## src/rtl/fir_pkg.sv

```systemverilog
`default_nettype none
// ============================================================================
// fir_pkg : shared FSM encoding, default widths and helpers for fir_ch_sched
// Rev 1.0
// ============================================================================
package fir_pkg;

  typedef enum logic [1:0] {
    IDLE  = 2'd0,
    ISSUE = 2'd1,
    WAIT  = 2'd2,
    OUT   = 2'd3
  } state_t;

  localparam int c_dw_def  = 16;
  localparam int c_tmo_def = 2048;

  function automatic int chw(input int n);
    return (n > 1) ? $clog2(n) : 1;
  endfunction

endpackage
`default_nettype wire

```

## src/rtl/rr_arbiter.sv

```systemverilog
`default_nettype none
// ============================================================================
// rr_arbiter : combinational round-robin grant, searching upward from last+1
// Rev 1.0
// ============================================================================
module rr_arbiter
  import fir_pkg::*;
#(
  parameter int NCH = 4,
  parameter int CW  = chw(NCH)
) (
  input  logic [NCH-1:0] req,
  input  logic [CW-1:0]  last,
  input  logic           en,
  output logic [NCH-1:0] gnt,
  output logic [CW-1:0]  gnt_id,
  output logic           any
);

  logic [CW-1:0] w_idx;

  always_comb begin
    gnt    = '0;
    gnt_id = '0;
    any    = 1'b0;
    w_idx  = '0;
    for (int k = 1; k <= NCH; k++) begin
      w_idx = CW'((int'(last) + k) % NCH);
      if (en && !any && req[w_idx]) begin
        gnt[w_idx] = 1'b1;
        gnt_id     = w_idx;
        any        = 1'b1;
      end
    end
  end

endmodule
`default_nettype wire

```

## src/rtl/fir_ch_sched.sv

```systemverilog
`default_nettype none
// ============================================================================
// fir_ch_sched : shares one multi-cycle FIR engine among NCH sample channels
// Rev 1.0
// ============================================================================
module fir_ch_sched
  import fir_pkg::*;
#(
  parameter int DW  = c_dw_def,
  parameter int NCH = 4,
  parameter int CW  = chw(NCH),
  parameter int TMO = c_tmo_def
) (
  input  logic              clk,
  input  logic              reset_n,
  input  logic              ce,
  input  logic [NCH*DW-1:0] s_tdata,
  input  logic [NCH-1:0]    s_tvalid,
  output logic [NCH-1:0]    s_tready,
  output logic [DW-1:0]     eng_tdata,
  output logic              eng_tvalid,
  input  logic              eng_tready,
  output logic [CW-1:0]     eng_sel,
  input  logic [DW-1:0]     eng_rdata,
  input  logic              eng_rvalid,
  output logic [DW-1:0]     m_tdata,
  output logic              m_tvalid,
  input  logic              m_tready,
  output logic [CW-1:0]     m_tdest,
  input  logic              err_clr,
  output logic              err_tmo,
  output logic              err_spur,
  output logic              busy
);

  localparam int TW = $clog2(TMO + 1);

  state_t         r_state;
  logic [CW-1:0]  r_last;
  logic [TW-1:0]  r_cnt;

  logic [DW-1:0]  w_ch [NCH];
  logic [NCH-1:0] w_gnt;
  logic [CW-1:0]  w_gnt_id;
  logic           w_any;
  logic           w_arb_en;
  logic           w_tmo_hit;

  for (genvar i = 0; i < NCH; i++) begin : g_ch
    assign w_ch[i] = s_tdata[i*DW +: DW];
  end

  assign w_arb_en  = ce && (r_state == IDLE);
  assign w_tmo_hit = (r_cnt == TW'(TMO - 1));
  assign s_tready  = w_gnt;

  rr_arbiter #(
    .NCH (NCH),
    .CW  (CW)
  ) u_arb (
    .req    (s_tvalid),
    .last   (r_last),
    .en     (w_arb_en),
    .gnt    (w_gnt),
    .gnt_id (w_gnt_id),
    .any    (w_any)
  );

  always_ff @(posedge clk or negedge reset_n) begin
    if (!reset_n) begin
      r_state    <= IDLE;
      r_last     <= CW'(NCH - 1);
      r_cnt      <= '0;
      eng_tdata  <= '0;
      eng_tvalid <= 1'b0;
      eng_sel    <= '0;
      m_tdata    <= '0;
      m_tvalid   <= 1'b0;
      m_tdest    <= '0;
      err_tmo    <= 1'b0;
      err_spur   <= 1'b0;
      busy       <= 1'b0;
    end else if (ce) begin
      // Sticky bits: a set later in this block overrides the clear.
      err_tmo  <= err_tmo & ~err_clr;
      err_spur <= (err_spur & ~err_clr) | (eng_rvalid && (r_state != WAIT));
      case (r_state)
        IDLE: begin
          if (w_any) begin
            eng_tdata  <= w_ch[w_gnt_id];
            eng_sel    <= w_gnt_id;
            m_tdest    <= w_gnt_id;
            eng_tvalid <= 1'b1;
            busy       <= 1'b1;
            r_state    <= ISSUE;
          end
        end
        ISSUE: begin
          if (eng_tready) begin
            eng_tvalid <= 1'b0;
            r_cnt      <= '0;
            r_state    <= WAIT;
          end
        end
        WAIT: begin
          if (eng_rvalid) begin
            m_tdata  <= eng_rdata;
            m_tvalid <= 1'b1;
            r_state  <= OUT;
          end else if (w_tmo_hit) begin
            err_tmo <= 1'b1;
            r_last  <= eng_sel;
            busy    <= 1'b0;
            r_state <= IDLE;
          end else begin
            r_cnt <= r_cnt + TW'(1);
          end
        end
        OUT: begin
          if (m_tready) begin
            m_tvalid <= 1'b0;
            r_last   <= m_tdest;
            busy     <= 1'b0;
            r_state  <= IDLE;
          end
        end
        default: r_state <= IDLE;
      endcase
    end
  end

endmodule
`default_nettype wire

```

## config.mk

```make
export PLATFORM = sky130hd
export DESIGN_NAME = fir_ch_sched
export DESIGN_NICKNAME = d
export VERILOG_FILES = /design/src/rtl/fir_pkg.sv /design/src/rtl/rr_arbiter.sv /design/src/rtl/fir_ch_sched.sv
export SDC_FILE = /design/constraint.sdc
export NUM_CORES = 1
export LEC_CHECK = 0
export BUFFER_PORTS_ARGS = -buffer_cell sky130_fd_sc_hd__buf_4
export CORE_UTILIZATION = 50
export CTS_CLUSTER_DIAMETER = 60
export DETAILED_ROUTE_END_ITERATION = 12
export MAX_ROUTING_LAYER = met4
export PLACE_DENSITY = 0.82
export SYNTH_ARGS = -nofsm -noshare
export SYNTH_HDL_FRONTEND = slang
export SYNTH_HIERARCHICAL = 1
export SYNTH_SLANG_ARGS = --single-unit
```

## constraint.sdc

```tcl
create_clock -name clk -period 3.7 [get_ports clk]
set_input_delay 0.37 -clock clk [delete_from_list [all_inputs] [get_ports clk]]
set_output_delay 0.37 -clock clk [all_outputs]
set_load 0.05 [all_outputs]
```

# Yosys cells after proc, flatten, opt, wreduce, memory -nomap -nowiden
# Cells that the tools add are included.
# op_classes
add_sub_neg	5
order_cmp	9
n_eq_ne	13
muxes	57
bitwise	8
reduce_logical	29
# op_table
operator	count
12-bit two-way mux	3
16-bit binary-select mux with 2-bit select	1
16-bit two-way mux	2
2-bit two-way mux	12
12-bit case mux with 2 select lines	1
1-bit two-way mux	21
4-bit two-way mux	4
5-bit AND reduction	3
2-bit inequality test, second input constant	7
1-bit logical AND	13
12-bit by 1-bit adder with 12-bit output, second input constant	1
12-bit by 11-bit == test with 1-bit output, second input constant	1
2-bit by 3-bit < comparator with 1-bit output, second input constant	4
4-bit OR	3
1-bit binary-select mux with 2-bit select	4
1-bit demux with 2-bit select	4
2-bit by 1-bit >= comparator with 1-bit output, second input constant	4
2-bit case mux with 4 select lines	1
4-bit AND reduction	2
3-bit AND reduction	2
6-bit AND reduction	1
2-bit nonzero test	3
2-bit by 1-bit adder with 2-bit output, second input constant	2
2-bit adder, second input constant	2
15 further kinds	20
# totals
regBits	55
input_bits	91
out_inout_bits	45

# Depth between registers and ports, before layout
# Gate-level depths: netlist (run 1).
# logic_depth
depth_word	21
depth_mapped	11

# Hierarchy
# The synthesis (run 1) kept the hierarchy.
# modules_own_cells
module	n_inst	cells_per_inst	area_each_um2	seq_area_each_um2
fir_ch_sched	1	236	2986.6	1378.8
rr_arbiter	1	65	521.8	0.0

# Least setup slack after synthesis (run 1)
# No wires, ideal clock.
# synth_timing
path_type	register -> register
from	reg r_last[0]
to	reg eng_tdata[0]
t_arrival_ns	3.203
path_slack_ns	0.373
path_stages_with_launch	12
n_path_buf	3
path_cell_list	dfstp_2 -> buf_6 -> inv_1 -> ha_1 -> mux4_2 -> inv_1 -> a221oi_1 -> o32a_1 -> clkbuf_1 -> clkbuf_1 -> mux4_2 -> mux2_2
# synth_between
elab_chain_len	21
elab_cells_between_ends	35
cone_classes	add/sub: 4; mux: 19; bitwise: 1; reduce/logical: 11
# synth_rtl
element	line	source
start: declaration	fir_ch_sched.sv:39	logic [CW-1:0] r_last;
start signal: assignment	fir_ch_sched.sv:72	r_last <= CW'(NCH - 1);
start signal: assignment	fir_ch_sched.sv:112	r_last <= eng_sel;
start signal: assignment	fir_ch_sched.sv:122	r_last <= m_tdest;
2-bit by 1-bit adder with 2-bit output	rr_arbiter.sv:28	w_idx = CW'((int'(last) + k) % NCH);
1-bit binary-select mux with 2-bit select	rr_arbiter.sv:29	if (en && !any && req[w_idx]) begin
1-bit two-way mux (not written as such)	rr_arbiter.sv:29	
1-bit logical AND	rr_arbiter.sv:29	
1-bit two-way mux	rr_arbiter.sv:29	
1-bit zero test	rr_arbiter.sv:29	
1-bit logical AND (2 in a row)	rr_arbiter.sv:29	
1-bit two-way mux	rr_arbiter.sv:29	
[... 3 more ...]	n/a	
1-bit two-way mux	rr_arbiter.sv:29	
1-bit zero test	rr_arbiter.sv:29	
1-bit logical AND (2 in a row)	rr_arbiter.sv:29	
2-bit two-way mux *	rr_arbiter.sv:29	
net w_gnt_id[1]	fir_ch_sched.sv:44	logic [CW-1:0] w_gnt_id;
2-bit inverter with 3-bit output (not written as such) *	fir_ch_sched.sv:90	eng_tdata <= w_ch[w_gnt_id];
16-bit binary-select mux with 2-bit select *	fir_ch_sched.sv:90	
16-bit two-way mux (not written as such) * (2 in a row)	fir_ch_sched.sv:90	
end signal: assignment	fir_ch_sched.sv:90	
end: declaration	fir_ch_sched.sv:20	output logic [DW-1:0] eng_tdata,
# The timed path passes the listed nets; every way through them passes the cells marked *. The select of a mux whose other input is x is not followed.
# A chain may end at the register's enable or synchronous reset.

# Final worst setup path (run 1)
# layout_timing
from	reg r_last[0]
to	reg eng_tdata[15]
# The elaborated chain is that of the path after synthesis.

==> Flow_metrics.wiki, run 1 <==
{| class="wikitable"
! Metric !! Value
|-
| Part of the power in the clock network || 9.7%
|-
| Cell internal power dissipation || around 1800 µW
|-
| Highest clock rate || roughly 0.30 GHz
|-
| Worst setup timing slack at the placement stage || ~350 ps
|-
| Post-Place Cell Area || about 4600 µm²
|-
| Total detailed-routing wirelength || around 9.1 mm
|-
| Portion of total power attributed to combinational logic || 61.9%
|-
| Arrival time worst endpoint || 3550 ps
|-
| First-pass detailed-route iteration total || 6
|-
| Power spent charging and discharging nets || about 1900 µW
|-
| Area of all sequential standard cells || 1379 µm²
|-
| Clk buf depth || 2
|-
| Cells along the critical path || inv_1 -> ha_1 -> mux4_2 -> inv_1 -> nand2_1 -> a22o_1 -> buf_4 -> mux4_2 -> mux2_2
|-
| Hold Vio Cnt, Final || 0
|-
| Final setup margin || roughly 370 ps
|-
| Global router's overall resource usage || about a quarter
|-
| Number of maximum-capacitance violations || 0
|-
| Post-route minimum period || around 3300 ps
|-
| Share of cells above drive strength 1 || approximately 48%
|-
| Primary FF master, synth || dfrtp_1
|-
| Height of the chip || 85.77 µm
|-
| Number of warnings printed during yosys synthesis || 6
|-
| Core Area || between 6000 and 7000 µm²
|-
| First-pass GRT wire length || approximately 15 mm
|-
| Actual transition at the worst max-transition pin || roughly 850 ps
|-
| Final Max Tran Viols || 0
|-
| Synth cell types || 59
|-
| Number of remaining DRC errors || 0
|-
| Net switching fraction of the power || between 50% and 60%
|-
| Sort of element at the end of the critical path || flip-flop
|-
| Number of synthesized register bits || 55
|-
| First DRT Iteration DRCs || between 150 and 200
|-
| Buffers added on ports || roughly 140
|-
| Top cells by area in the synthesized netlist || dfrtp_1 38%, mux2_2 11%, mux4_2 11%
|-
| Fin Clk Skew || 11.55 ps
|-
| Net count of the mapped netlist || 405
|-
| Depth of the CTS H-tree || 2
|-
| Clock tree from TritonCTS || built
|-
| Via count of the first global-routing pass || a little over 3,000
|-
| Slew HR || between 40% and 50%
|-
| Multi-input gate area || ~2000 µm²
|-
| Async set or reset register ratio after synthesis || between 90% and 100%
|-
| Startpoint Class || flip-flop
|-
| Data required time of the worst path || just under 4000 ps
|-
| Area of the die || between 7000 and 8000 µm²
|-
| Top library cells by usage in the layout, fill and taps aside || 137 x buf_4, 53 x dfrtp_1, 35 x mux2_2, 17 x mux4_2
|-
| Chip Width || roughly 86 µm
|-
| Mean number of vias per cell || a little under 6
|-
| Setup repair after global routing missed its margin || false
|-
| Fraction of the yosys area taken by sequential cells || about two fifths
|-
| Average size of a mapped cell || 11.66 µm²
|-
| Initial core utilization || 51.64%
|-
| Post-synthesis cell type with the largest combined area || dfrtp_1
|-
| Clock latency at the later pin of the worst-skew pair || ~320 ps
|-
| Type of the worst min-delay path || in -> async
|-
| Worst-path cell with the longest stage delay || dfstp_2
|-
| Resize count post-CTS || 0
|-
| Worst path max stage delay || 780 ps
|-
| Fraction of power consumed by sequential logic || between 20% and 30%
|-
| Final RePlAce weighted congestion || 0.9444
|-
| Hold buffers post-CTS || 0
|-
| Yosys top cell area share || between 30% and 40%
|-
| Run status || complete, no violations
|-
| Antenna diode instance count || 0
|-
| Commonest non-fill, non-tap cell in the layout || buf_4
|-
| Final-layout fill cell count || 513
|-
| Clock root buffer || clkbuf_8
|-
| Final non-filler cell area || around 4700 µm²
|-
| Number of buffers created by CTS || 5
|-
| Net count reported at finish || around 530
|-
| Std cell rows || 30
|-
| Leakage power summed over all cells || between 0.002 and 0.0025 µW
|-
| Number of enable flip-flop cells after synthesis || 0
|-
| Total setup violations reported at the end of the flow || 0
|-
| Pin count of the biggest net entering global routing || 56
|-
| Remaining global-route overflow || 0
|-
| Number of cells produced by synthesis || around 300
|-
| Power density of the placed cells || between 700 and 800 nW/µm²
|-
| CTS sink cnt || 55
|-
| Routed via count || approximately 3,100
|-
| Category of the most critical setup path || reg -> reg
|-
| P&R area growth vs syn || 33.06%
|-
| Synthesized area || roughly 3500 µm²
|-
| Number of antenna-violating nets in the routed design || 0
|-
| Num ports || about 140
|-
| Detail-routed net length per standard cell || between 15 and 20 µm
|-
| Antenna violations before repair || 0
|-
| Share of the cycle needed by the critical path after routing || 90.10%
|-
| Setup TNS || 0 ps
|-
| Maximum net fanout on the critical path || 18
|-
| Post-detail-place hpwl || roughly 6.9 mm
|-
| Post-CTS setup buffer count || 0
|-
| Max IR drop VDD || 0.0006356 V
|-
| Clock transition at path regs || about 110 ps
|}
[worst paths after layout]
| check | start | end | slack (ps) | depth (start not counted) |
|---|---|---|---|---|
| setup / recovery | r_last[0] | eng_tdata[15] | 370 | 9 |
| hold / removal | reset_n | m_tdata[15] | 80 | 1 |
| setup reg to reg | r_last[0] | eng_tdata[15] | 370 | 9 |
| hold reg to reg | err_tmo | err_tmo | 510 | 1 |
| max in group asynchronous | reset_n | r_cnt[11] | 3170 | 1 |
| min in group clk | eng_rdata[2] | m_tdata[2] | 270 | 2 |
[logic make-up after synthesis]
family                   synth area share [%]
AO/OA/AOI/OAI                           16.83
adder cells (fa/ha/maj)                 4.636
buffers and inverters                   3.816
flip-flops                              39.30
multiplexers                            23.89
AND/OR/NAND/NOR                         11.52
[cell usage after synthesis, types with 2 or more instances]
cell type   n
o21ai_1     2
nor3b_1     2
mux2_2     35
dfstp_2     2
inv_1      13
nand3_1    10
and3_1      9
a31o_1      4
nand2b_1    4
o2111ai_1   4
and2_1      5
nand2_1    13
a31oi_1     4
a2bb2oi_1   2
mux4_2     17
a22o_1      3
o211ai_1    3
a221o_1     7
dfrtp_1    53
nand4_1     6
ha_1       13
a41oi_1     3
nor3_1      2
mux2i_1     5
nor4_1      3
buf_6       2
a21oi_1    10
clkbuf_1    6
nor2b_1     2
o21ai_0     8
buf_2       5
or3_1       3
a21boi_0    4
nor2_1      9
a211oi_2    2
o31ai_1     2
buf_4       2
[power by group through the flow]
stage	combinational [µW]	clock, µW	sequential (µW)
2_1_floorplan	999	0	1680
3_3_place_gp	2240	0	1040
3_5_place_dp	2290	0	1050
4_1_cts	2290	365	1040
5_1_grt	2420	390	1080
6_report	2290	359	1050
[routing by layer]
layer	track usage [%]	vias to the layer above	wire length, µm
li1	-	1433	-
met5	-	-	0
met2	43.56	139	4691
met4	7.424	0	145
met3	5.390	17	585
met1	33.71	1546	3725
[final cells by class]
cell class,count,area share (%)
Multi-Input combinational cell,218,42.75
Sequential cell,55,29.54
Timing Repair Buffer,137,22.03
Tap cell,96,2.573
Clock buffer,5,1.474
Inverter,13,1.045
Clock inverter,3,0.5897
[critical path, delay by kind of cell, from the launching register on]
kind / cells / cell delay (ps)
compound gates: 1 / 230
flops: 1 / 780
mux: 3 / 1100
simple gates: 1 / 100
buf+inv: 3 / 600
fa+ha+maj: 1 / 400
[stage by stage]
| stage | hold WS (ps) | std cells | total power, µW | utilization, % |
|---|---|---|---|---|
| 2_1_floorplan | 74.41 | 301 | 2681 | - |
| 3_3_place_gp | 462.1 | 519 | 3278 | 67.29 |
| 3_5_place_dp | 463.7 | 519 | 3342 | 67.29 |
| 4_1_cts | 116.2 | 527 | 3703 | 68.71 |
| 5_1_grt | 136.4 | 527 | 3887 | 68.71 |
| 6_report | 83.97 | 527 | 3695 | 68.71 |
[state kept, by name, indices dropped and copies added (netlist names)]
name	flops
eng_tdata	16
m_tdata	16
r_cnt	12
m_tdest	2
r_last	2
r_state	2
busy	1
eng_tvalid	1
err_spur	1
err_tmo	1
m_tvalid	1
Note: power is estimated with default switching activity, not from simulation.
==> run 2: changes to the inputs <==
--- a/config.mk
+++ b/config.mk
@@ -6,11 +6,12 @@
 export NUM_CORES = 1
 export LEC_CHECK = 0
 export BUFFER_PORTS_ARGS = -buffer_cell sky130_fd_sc_hd__buf_4
-export CORE_UTILIZATION = 50
+export CAP_MARGIN = 40
+export CORE_UTILIZATION = 45
 export CTS_CLUSTER_DIAMETER = 60
 export DETAILED_ROUTE_END_ITERATION = 12
 export MAX_ROUTING_LAYER = met4
-export PLACE_DENSITY = 0.82
+export PLACE_DENSITY = 0.78
 export SYNTH_ARGS = -nofsm -noshare
 export SYNTH_HDL_FRONTEND = slang
 export SYNTH_HIERARCHICAL = 1
==> constraint.sdc (replaced) <==
create_clock -name clk -period 2.81 [get_ports clk]
set_input_delay 0.281 -clock clk [delete_from_list [all_inputs] [get_ports clk]]
set_output_delay 0.281 -clock clk [all_outputs]
set_load 0.05 [all_outputs]
==> run 2 against run 1 <==
Compared with the run above: the flow now finishes with violations (setup timing); maximum frequency up 19%; final cell count up 5.3%; wire length up 7.9%; non-clock buffer count up 25; clock-buffer cell count unchanged; global-route usage down 1.7 points; flip-flop and latch count unchanged; sequential power up 26%; first-iteration DRC count up 0.53%; critical path depth unchanged; critical path type unchanged; largest cell class unchanged; largest power group unchanged; highest routed layer unchanged.
==> Flow_metrics.wiki, run 2 (same netlist as run 1, synthesis figures left out) <==
{| class="wikitable"
! Metric !! Value
|-
| Number of remaining DRC errors || 0
|-
| Clock tree from TritonCTS || built
|-
| Final Max Tran Viols || 0
|-
| Highest clock rate || 0.3559 GHz
|-
| Share of the cycle needed by the critical path after routing || 100.0%
|-
| Startpoint Class || flip-flop
|-
| Hold Vio Cnt, Final || 0
|-
| Via count of the first global-routing pass || between 3,000 and 4,000
|-
| Num ports || between 100 and 150
|-
| Power density of the placed cells || 1057 nW/µm²
|-
| Share of cells above drive strength 1 || between 50% and 60%
|-
| Fin Clk Skew || ~17 ps
|-
| Net count reported at finish || about 560
|-
| Max IR drop VDD || around 0.00084 V
|-
| First-pass detailed-route iteration total || 4
|-
| Worst setup timing slack at the placement stage || between 2 and 2.5 ps
|-
| Final setup margin || -0.08615 ps
|-
| Remaining global-route overflow || 0
|-
| Type of the worst min-delay path || in -> async
|-
| Reg-to-Reg Start || r_last[0]
|-
| Actual transition at the worst max-transition pin || 707.5 ps
|-
| Clock transition at path regs || approximately 110 ps
|-
| Post-route minimum period || about 2800 ps
|-
| Routed via count || approximately 3,200
|-
| Post-detail-place hpwl || ~7.5 mm
|-
| Commonest non-fill, non-tap cell in the layout || buf_4
|-
| Pin count of the biggest net entering global routing || 56
|-
| Leading registers by flop count || eng_tdata x16, m_tdata x16, r_cnt x12
|-
| Chip Width || ~90 µm
|-
| Area of the die || between 8000 and 9000 µm²
|-
| Overall power || around 5300 µW
|-
| Clk buf depth || 2
|-
| Final-layout fill cell count || 557
|-
| Final RePlAce weighted congestion || around 0.9
|-
| Total setup violations reported at the end of the flow || 1
|-
| Clock root buffer || clkbuf_8
|-
| First DRT Iteration DRCs || 190
|-
| Setup TNS || -0.08615 ps
|-
| Std cell rows || 31
|-
| Area of all sequential standard cells || 1379 µm²
|-
| Maximum net fanout on the critical path || 8
|-
| Arrival time worst endpoint || between 3000 and 4000 ps
|-
| Top library cells by usage in the layout, fill and taps aside || 152 x buf_4, 53 x dfrtp_1, 34 x mux2_2, 17 x mux4_2
|-
| P&R area growth vs syn || 43.40%
|-
| First-pass GRT wire length || approximately 16 mm
|-
| Number of maximum-capacitance violations || 0
|-
| Depth of the CTS H-tree || 2
|-
| Number of cells traversed by the worst register-to-register path || 9
|-
| Height of the chip || about 90 µm
|-
| Detail-routed net length per standard cell || between 15 and 20 µm
|-
| Buffers added on ports || about 140
|-
| Data required time of the worst path || 3020 ps
|-
| Category of the most critical setup path || reg -> reg
|-
| Sort of element at the end of the critical path || flip-flop
|-
| Number of buffers created by CTS || 5
|-
| Clock latency at the later pin of the worst-skew pair || 320 ps
|-
| Setup repair after global routing missed its margin || true
|-
| Slew HR || a little over half
|-
| Multi-input gate area || 2076 µm²
|-
| Hold buffers post-CTS || 0
|-
| Timing startpoint of the critical path || r_last[0]
|-
| Failing checks || setup timing
|-
| Leakage power summed over all cells || about 0.0023 µW
|-
| Run status || finished with violations
|-
| CTS sink cnt || 55
|-
| Number of antenna-violating nets in the routed design || 0
|-
| Mean number of vias per cell || just under 6
|-
| Worst reg-to-reg setup slack || -0.09 ps
|-
| Total detailed-routing wirelength || between 9 and 10 mm
|-
| Antenna violations before repair || 0
|-
| Initial core utilization || 47.36%
|-
| Core Area || about 7400 µm²
|-
| Antenna diode instance count || 0
|-
| Global router's overall resource usage || ~25%
|-
| Worst R2R End || eng_tdata[4]
|}
-- run 2: through the flow --
step | hold slack (ps) | util (%) | instances | instance area (µm²)
floorplan | -14.59 | - | 301 | 3550
global placement | 375.5 | 64.36 | 542 | 4768
detailed placement | 378.7 | 64.36 | 542 | 4768
CTS | 23.16 | 65.95 | 550 | 4886
global route | 51.72 | 67.91 | 555 | 5031
finish | 1.160 | 67.91 | 555 | 5031
-- run 2: metal layers --
metal  global-route usage, %  wire length [µm]
met1                   30.92              4083
met2                   42.11              5109
met3                   4.377               548
met4                   6.720               127
met5                       -                 0
-- run 2: area by class of cell --
class                           instances  share of cell area (%)
Sequential cell                        55                   27.41
Clock inverter                          3                  0.6715
Multi-Input combinational cell        218                   41.26
Timing Repair Buffer                  162                   25.81
Inverter                               13                   1.020
Clock buffer                            5                   1.368
Tap cell                               99                   2.462
-- run 2: report_power, final --
part / switching [µW] / leakage (µW) / total [µW] / internal (µW)
sequential: 212 / 0.000693 / 1320 / 1100
combinational: 2080 / 0.00156 / 3520 / 1440
clock: 294 / 0.0000515 / 482 / 188
total: 2590 / 0.00231 / 5320 / 2730
-- run 2: repair_timing --
item / CTS / global route
endpoints found under the setup margin: 7 / 20
cloned: 0 / 2
pin swaps: 1 / 4
gates resized for setup: 4 / 17
endpoints found under the hold margin: 0 / 0
buffers inserted: 0 / 3
-- run 2: critical path: stages, from the launching register on --
cell	delay, ps
dfstp_2	640
inv_4	60
ha_4	270
mux4_2	380
inv_2	120
nand2_2	70
a22o_4	280
clkbuf_16	170
mux4_2	430
mux2_2	280
-- run 2: worst max path at each step --
| stage | endpoint | slack, ps | cells after the start |
|---|---|---|---|
| 2_1_floorplan | eng_tdata[0] | -110 | 10 |
| 3_3_place_gp | eng_tdata[3] | 60 | 8 |
| 3_5_place_dp | eng_tdata[15] | 2 | 8 |
| 4_1_cts | eng_tdata[15] | -20 | 8 |
| 5_1_grt | eng_tdata[4] | -100 | 9 |
| 6_report | eng_tdata[4] | -0.09 | 9 |
